==> config.mk <==
export PLATFORM = sky130hd
export DESIGN_NAME = rps_round_judge
export DESIGN_NICKNAME = d
export VERILOG_FILES = /design/src/rtl/rps_pkg.sv /design/src/rtl/rps_slot.sv /design/src/rtl/rps_round_judge.sv
export SDC_FILE = /design/constraint.sdc
export NUM_CORES = 1
export LEC_CHECK = 0
export ABC_AREA = 1
export BUFFER_PORTS_ARGS = -buffer_cell sky130_fd_sc_hd__buf_4
export CAP_MARGIN = 20
export CORE_MARGIN = 5
export CORE_UTILIZATION = 45
export DETAILED_ROUTE_END_ITERATION = 7
export PLACE_DENSITY = 0.72
export SKIP_LAST_GASP = 1
export SLEW_MARGIN = 20
export SYNTH_ARGS = -nofsm -noshare
export SYNTH_HDL_FRONTEND = slang
export SYNTH_SLANG_ARGS = --single-unit
==> constraint.sdc <==
create_clock -name clk -period 0.95 [get_ports clk]
set_clock_uncertainty 0.05 [all_clocks]
set_input_delay 0.0475 -clock clk [delete_from_list [all_inputs] [get_ports clk]]
set_output_delay 0.0475 -clock clk [all_outputs]
set_load 0.02 [all_outputs]
==> src/rtl/rps_pkg.sv <==
// Shared definitions for the rock-paper-scissors round judge: guess encodings,
// judge FSM states and the beats relation.
package rps_pkg;

   localparam logic [1:0] ROCK     = 2'd0;
   localparam logic [1:0] PAPER    = 2'd1;
   localparam logic [1:0] SCISSORS = 2'd2;
   localparam logic [1:0] ILLEGAL  = 2'd3;

   typedef enum logic [1:0] {
      COLLECT = 2'd0,
      JUDGE   = 2'd1,
      REPORT  = 2'd2
   } state_t;

   // Returns 1 when guess a defeats guess b; equal or illegal pairs return 0.
   function automatic logic beats(input logic [1:0] a, input logic [1:0] b);
      return ((a == PAPER)    && (b == ROCK))  ||
             ((a == SCISSORS) && (b == PAPER)) ||
             ((a == ROCK)     && (b == SCISSORS));
   endfunction

endpackage

==> src/rtl/rps_slot.sv <==
// One player's guess slot: valid/ready acceptance, held guess, and a one-cycle
// pulse when an offered guess carries the illegal encoding.
module rps_slot
   import rps_pkg::*;
(
   input  logic       clk,
   input  logic       rst,
   input  logic       enable,
   input  logic       clear,
   input  logic       valid,
   input  logic [1:0] guess_in,
   output logic       ready,
   output logic       accept,
   output logic       full,
   output logic [1:0] guess,
   output logic       bad
);

   logic       full_reg;
   logic [1:0] guess_reg;
   logic       bad_reg;

   assign ready  = enable && !full_reg;
   assign accept = valid && ready && (guess_in != ILLEGAL);
   assign full   = full_reg;
   assign guess  = guess_reg;
   assign bad    = bad_reg;

   always_ff @(posedge clk or negedge rst) begin
      if (!rst) begin
         full_reg  <= 1'b0;
         guess_reg <= ROCK;
         bad_reg   <= 1'b0;
      end else begin
         // Strobes while not ready are dropped silently, so only ready cycles can flag.
         bad_reg <= valid && ready && (guess_in == ILLEGAL);
         if (clear) begin
            full_reg <= 1'b0;
         end else if (accept) begin
            full_reg  <= 1'b1;
            guess_reg <= guess_in;
         end
      end
   end

endmodule

==> src/rtl/rps_round_judge.sv <==
// Collects one guess per player, judges the round and reports win/tie pulses,
// with an optional forfeit when only one player submits within TIMEOUT cycles.
module rps_round_judge
   import rps_pkg::*;
#(
   parameter int TIMEOUT = 0,
   parameter int CNT_W   = 8
)
(
   input  logic       clk,
   input  logic       rst,
   input  logic       p0_valid,
   input  logic [1:0] p0_guess_in,
   output logic       p0_ready,
   input  logic       p1_valid,
   input  logic [1:0] p1_guess_in,
   output logic       p1_ready,
   output logic [1:0] p0guess,
   output logic [1:0] p1guess,
   output logic       win,
   output logic       player,
   output logic       tie,
   output logic       forfeit,
   output logic       bad_guess
);

   localparam logic [CNT_W-1:0] CNT_ONE   = CNT_W'(1);
   localparam logic [CNT_W-1:0] TIMEOUT_C = CNT_W'(TIMEOUT);

   state_t           state_reg, state_next;
   logic [CNT_W-1:0] cnt_reg, cnt_next, cnt_inc;
   logic             win_reg, win_next;
   logic             tie_reg, tie_next;
   logic             forfeit_reg, forfeit_next;
   logic             player_reg, player_next;
   logic [1:0]       p0guess_reg, p0guess_next;
   logic [1:0]       p1guess_reg, p1guess_next;

   logic             slot_enable, slot_clear;
   logic [1:0]       valid_arr, ready_arr, accept_arr, full_arr, bad_arr, full_after;
   logic [1:0]       guess_in_arr [2];
   logic [1:0]       guess_arr    [2];

   assign valid_arr       = {p1_valid, p0_valid};
   assign guess_in_arr[0] = p0_guess_in;
   assign guess_in_arr[1] = p1_guess_in;

   generate
      for (genvar gi = 0; gi < 2; gi++) begin : g_slot
         rps_slot u_slot (
            .clk      (clk),
            .rst      (rst),
            .enable   (slot_enable),
            .clear    (slot_clear),
            .valid    (valid_arr[gi]),
            .guess_in (guess_in_arr[gi]),
            .ready    (ready_arr[gi]),
            .accept   (accept_arr[gi]),
            .full     (full_arr[gi]),
            .guess    (guess_arr[gi]),
            .bad      (bad_arr[gi])
         );
      end
   endgenerate

   // Slot occupancy as it will be after this edge, including same-edge acceptances.
   assign full_after  = full_arr | accept_arr;
   assign slot_enable = (state_reg == COLLECT);
   assign slot_clear  = (state_reg == REPORT);
   assign cnt_inc     = (|full_arr) ? (cnt_reg + CNT_ONE) : CNT_ONE;

   always_comb begin
      state_next   = state_reg;
      cnt_next     = cnt_reg;
      win_next     = 1'b0;
      tie_next     = 1'b0;
      forfeit_next = 1'b0;
      player_next  = player_reg;
      p0guess_next = p0guess_reg;
      p1guess_next = p1guess_reg;
      case (state_reg)
         COLLECT: begin
            if (&full_after) begin
               state_next = JUDGE;
               cnt_next   = '0;
            end else if (^full_after) begin
               cnt_next = cnt_inc;
               if ((TIMEOUT != 0) && (cnt_inc == TIMEOUT_C)) begin
                  // The lone submitter takes the round; last judged guesses stay shown.
                  state_next   = REPORT;
                  win_next     = 1'b1;
                  forfeit_next = 1'b1;
                  player_next  = full_after[1];
               end
            end else begin
               cnt_next = '0;
            end
         end
         JUDGE: begin
            state_next   = REPORT;
            p0guess_next = guess_arr[0];
            p1guess_next = guess_arr[1];
            if (guess_arr[0] == guess_arr[1]) begin
               tie_next = 1'b1;
            end else begin
               win_next    = 1'b1;
               player_next = !beats(guess_arr[0], guess_arr[1]);
            end
         end
         REPORT: begin
            state_next = COLLECT;
            cnt_next   = '0;
         end
         default: begin
            state_next = COLLECT;
            cnt_next   = '0;
         end
      endcase
   end

   always_ff @(posedge clk or negedge rst) begin
      if (!rst) begin
         state_reg   <= COLLECT;
         cnt_reg     <= '0;
         win_reg     <= 1'b0;
         tie_reg     <= 1'b0;
         forfeit_reg <= 1'b0;
         player_reg  <= 1'b0;
         p0guess_reg <= ROCK;
         p1guess_reg <= ROCK;
      end else begin
         state_reg   <= state_next;
         cnt_reg     <= cnt_next;
         win_reg     <= win_next;
         tie_reg     <= tie_next;
         forfeit_reg <= forfeit_next;
         player_reg  <= player_next;
         p0guess_reg <= p0guess_next;
         p1guess_reg <= p1guess_next;
      end
   end

   assign p0_ready  = ready_arr[0];
   assign p1_ready  = ready_arr[1];
   assign p0guess   = p0guess_reg;
   assign p1guess   = p1guess_reg;
   assign win       = win_reg;
   assign tie       = tie_reg;
   assign forfeit   = forfeit_reg;
   assign player    = player_reg;
   assign bad_guess = |bad_arr;

endmodule

==> summary.md <==
| Metric | Value |
|---|---|
| Status | `complete, but fails checks` |
| Failing checks | `negative setup slack` |
| Uppermost layer routed | `met4` |
| Warnings from Yosys | `0` |
| Placed Cells incl. Taps | `between 100 and 150` |
| Peak VDD IR | `0.00242 V` |
| Startpoint Class | `flip-flop` |
| Initial antenna violation count | `0` |
| Syn_area_per_cell | `a little over 8 um2` |
| Wire per inst | `15.6 um` |
| CTS Root Cell | `clkbuf_4` |
| First-pass GRT wire length | `about 3.2 mm` |
| Worst Path Required | `around 0.85 ns` |
| Final WS setup | `-0.338 ns` |
| Io pins | `19` |
| Initial drt markers | `21` |
| Number of nets in the layout | `around 150` |
| ANT nets after route | `0` |
| Top delay family on crit path | `flip-flops` |
| Die footprint | `2600 um2` |
| Die height | `~51 um` |
| Final setup fails | `20` |
| Initial Utilization | `48.6%` |
| Metal2 WL | `about 1.3 mm` |
| Register area share after synthesis | `a little under three fifths` |
| PD cells | `between 3000 and 4000 nW/um2` |
| Synth unique cells | `15` |
| Cts bufs inserted | `3` |
| Period minus WS final | `about 1.3 ns` |
| FF-to-FF setup slack | `-0.31 ns` |
| Final Hold Fails | `0` |
| Final Cycle Share | `136%` |
| Max incr delay on CP | `between 0.4 and 0.5 ns` |
| Min-delay worst type | `in -> reg` |
| Core area | `between 1500 and 2000 um2` |
| Max reg flops | `4` |
| Worst Setup End Kind | `output pin` |
| Layout cells sized above 1 | `a little under three fifths` |
| Syn nets | `99` |
| M1 WL | `between 800 and 900 um` |
| Largest net degree at the start of global routing | `18` |
| Pre-antenna DRT Iters | `4` |
| Leak | `0.000665 uW` |
| Clock Path Buffers | `2` |
| CTS clk-pin slew, worst paths | `around 0.1 ns` |
| Fillers | `93` |
| CP cell instances | `nor2_4, inv_4, nor2_4, buf_6` |
| Slowest cell on the critical path | `dfrtp_2` |
| Die X | `approximately 51 um` |
| Commonest cells after routing, fill and taps aside | `buf_4 (27), nand2_1 (16), dfrtp_1 (14)` |
| Total wire length | `between 2 and 2.5 mm` |
| Critical path type | `reg -> out` |
| Residual DRC | `0` |
| Total Routing Usage GR | `between 15 and 20%` |
| TritonCTS clock tree | `done` |
| Synth Cell Area | `approximately 760 um2` |
| # port buffers | `17` |
| H-Tree Depth | `1` |
| Clk sink count | `17` |
| Synth Instances | `91` |
| Final HPWL DP | `around 1.3 mm` |
| ANT cells | `0` |
| Max Clock Freq | `between 700 and 800 MHz` |
| Row count | `14` |
| Max-slew violation count | `0` |
| Top cell by count, worst path | `nor2_4` |
| Final Non-Filler Cells | `approximately 160` |
| Overall power | `around 4700 uW` |
| DR vias | `788` |
| Syn-to-layout area delta | `74.7%` |
| Maxcap violations | `0` |
| Vias in the first global route | `between 700 and 800` |
| Most common cell after layout, fill and taps aside | `buf_4` |
| RSZ-0062 raised after global routing | `yes` |
| WP buf/inv | `2` |
| Worst EP arrival | `1.19 ns` |
| Yosys reg bits | `17` |
| Clock latency on the worst-skew pair | `around 0.30 ns` |
| Global route total overflow | `0` |
| Critical-path maximum fanout | `3` |
| Global placer's final weighted congestion | `roughly 0.84` |
| Via/cell ratio | `5.08` |
| Met3 routed WL | `between 100 and 150 um` |
what timing repair did:
item | in CTS | in global routing
gates resized for setup | 10 | 35
cloned | 0 | 0
hold buffers | 7 | 0
setup endpoints to repair | 19 | 26
pin swaps | 1 | 9
buffers inserted | 1 | 9
hold endpoints to repair | 23 | 0
worst reg2reg max path: stages (launching register included):
cell     delay, ns
dfrtp_2       0.45
nor2_4        0.13
buf_4         0.16
nand4_4       0.15
nor2_2        0.16
a21oi_1       0.05
report_power, final:
group | internal (uW) | leakage (uW) | total, uW | switching, uW
Sequential | 1030 | 0.000204 | 1310 | 276
Clock | 164 | 0.0000150 | 400 | 236
Combinational | 1440 | 0.000445 | 2970 | 1520
Total | 2640 | 0.000665 | 4670 | 2030
cells by family (layout without fill, tap and decap cells):
family | count (synthesis) | in the layout | share of synthesized area (%)
flops | 17 | 17 | 56.2
simple gates | 51 | 51 | 30.1
buf+inv | 12 | 60 | 6.61
other cells | 1 | 1 | 0.495
compound gates | 10 | 10 | 6.61
routing by layer:
metal,vias up,global-route usage [%]
met5,-,0
met4,0,8.07
met3,15,5.23
met2,31,33.5
met1,368,15.4
li1,374,-
final cells by class:
class                      count  area (um2)  area share, %
inverter                      10        40.0           3.03
tap                           16        20.0           1.51
sequential                    17         429           32.5
multi-input combinational     62         399           30.2
timing repair buffer          46         408           30.8
clock buffer                   4        26.3           1.99
cell usage after synthesis:
cell      n  area, um2
conb_1    1       3.75
dfrtp_1  17        425
nand2_1  24       90.1
inv_1     8       30.0
nor2_2    5       31.3
nor2_1   17       63.8
nand4_2   2       25.0
nand3_1   1       5.00
buf_4     1       7.51
a21oi_1   6       30.0
buf_2     1       5.00
or2_2     1       6.26
o21ai_1   4       20.0
nand2_2   1       6.26
inv_2     2       7.51
stage by stage:
step                      TNS [ns]  cell area, um2  utilization (%)  setup slack, ns  hold slack (ns)
after floorplan             -0.319             786                -          -0.0633           -0.298
after global placement      -0.830            1000             64.4          -0.0969           -0.128
after detailed placement     -1.30            1000             64.4           -0.134           -0.128
after CTS                    -2.90            1150             74.0           -0.334           0.0129
after global routing         -4.60            1320             84.8           -0.398           0.0360
final                        -3.35            1320             84.8           -0.338           0.0198
final timing paths:
path / start / to / cells past startpoint
max in group asynchronous: rst / g_slot[1].u_slot.guess[1] / 2
setup reg to reg: state_reg[0] / g_slot[1].u_slot.guess[0] / 5
hold reg to reg: player / player / 2
hold / removal: p1_guess_in[0] / g_slot[1].u_slot.bad / 3
min in group asynchronous: rst / p1guess[0] / 2
setup / recovery: state_reg[0] / p0_ready / 4
(Power assumes the default switching activity.)
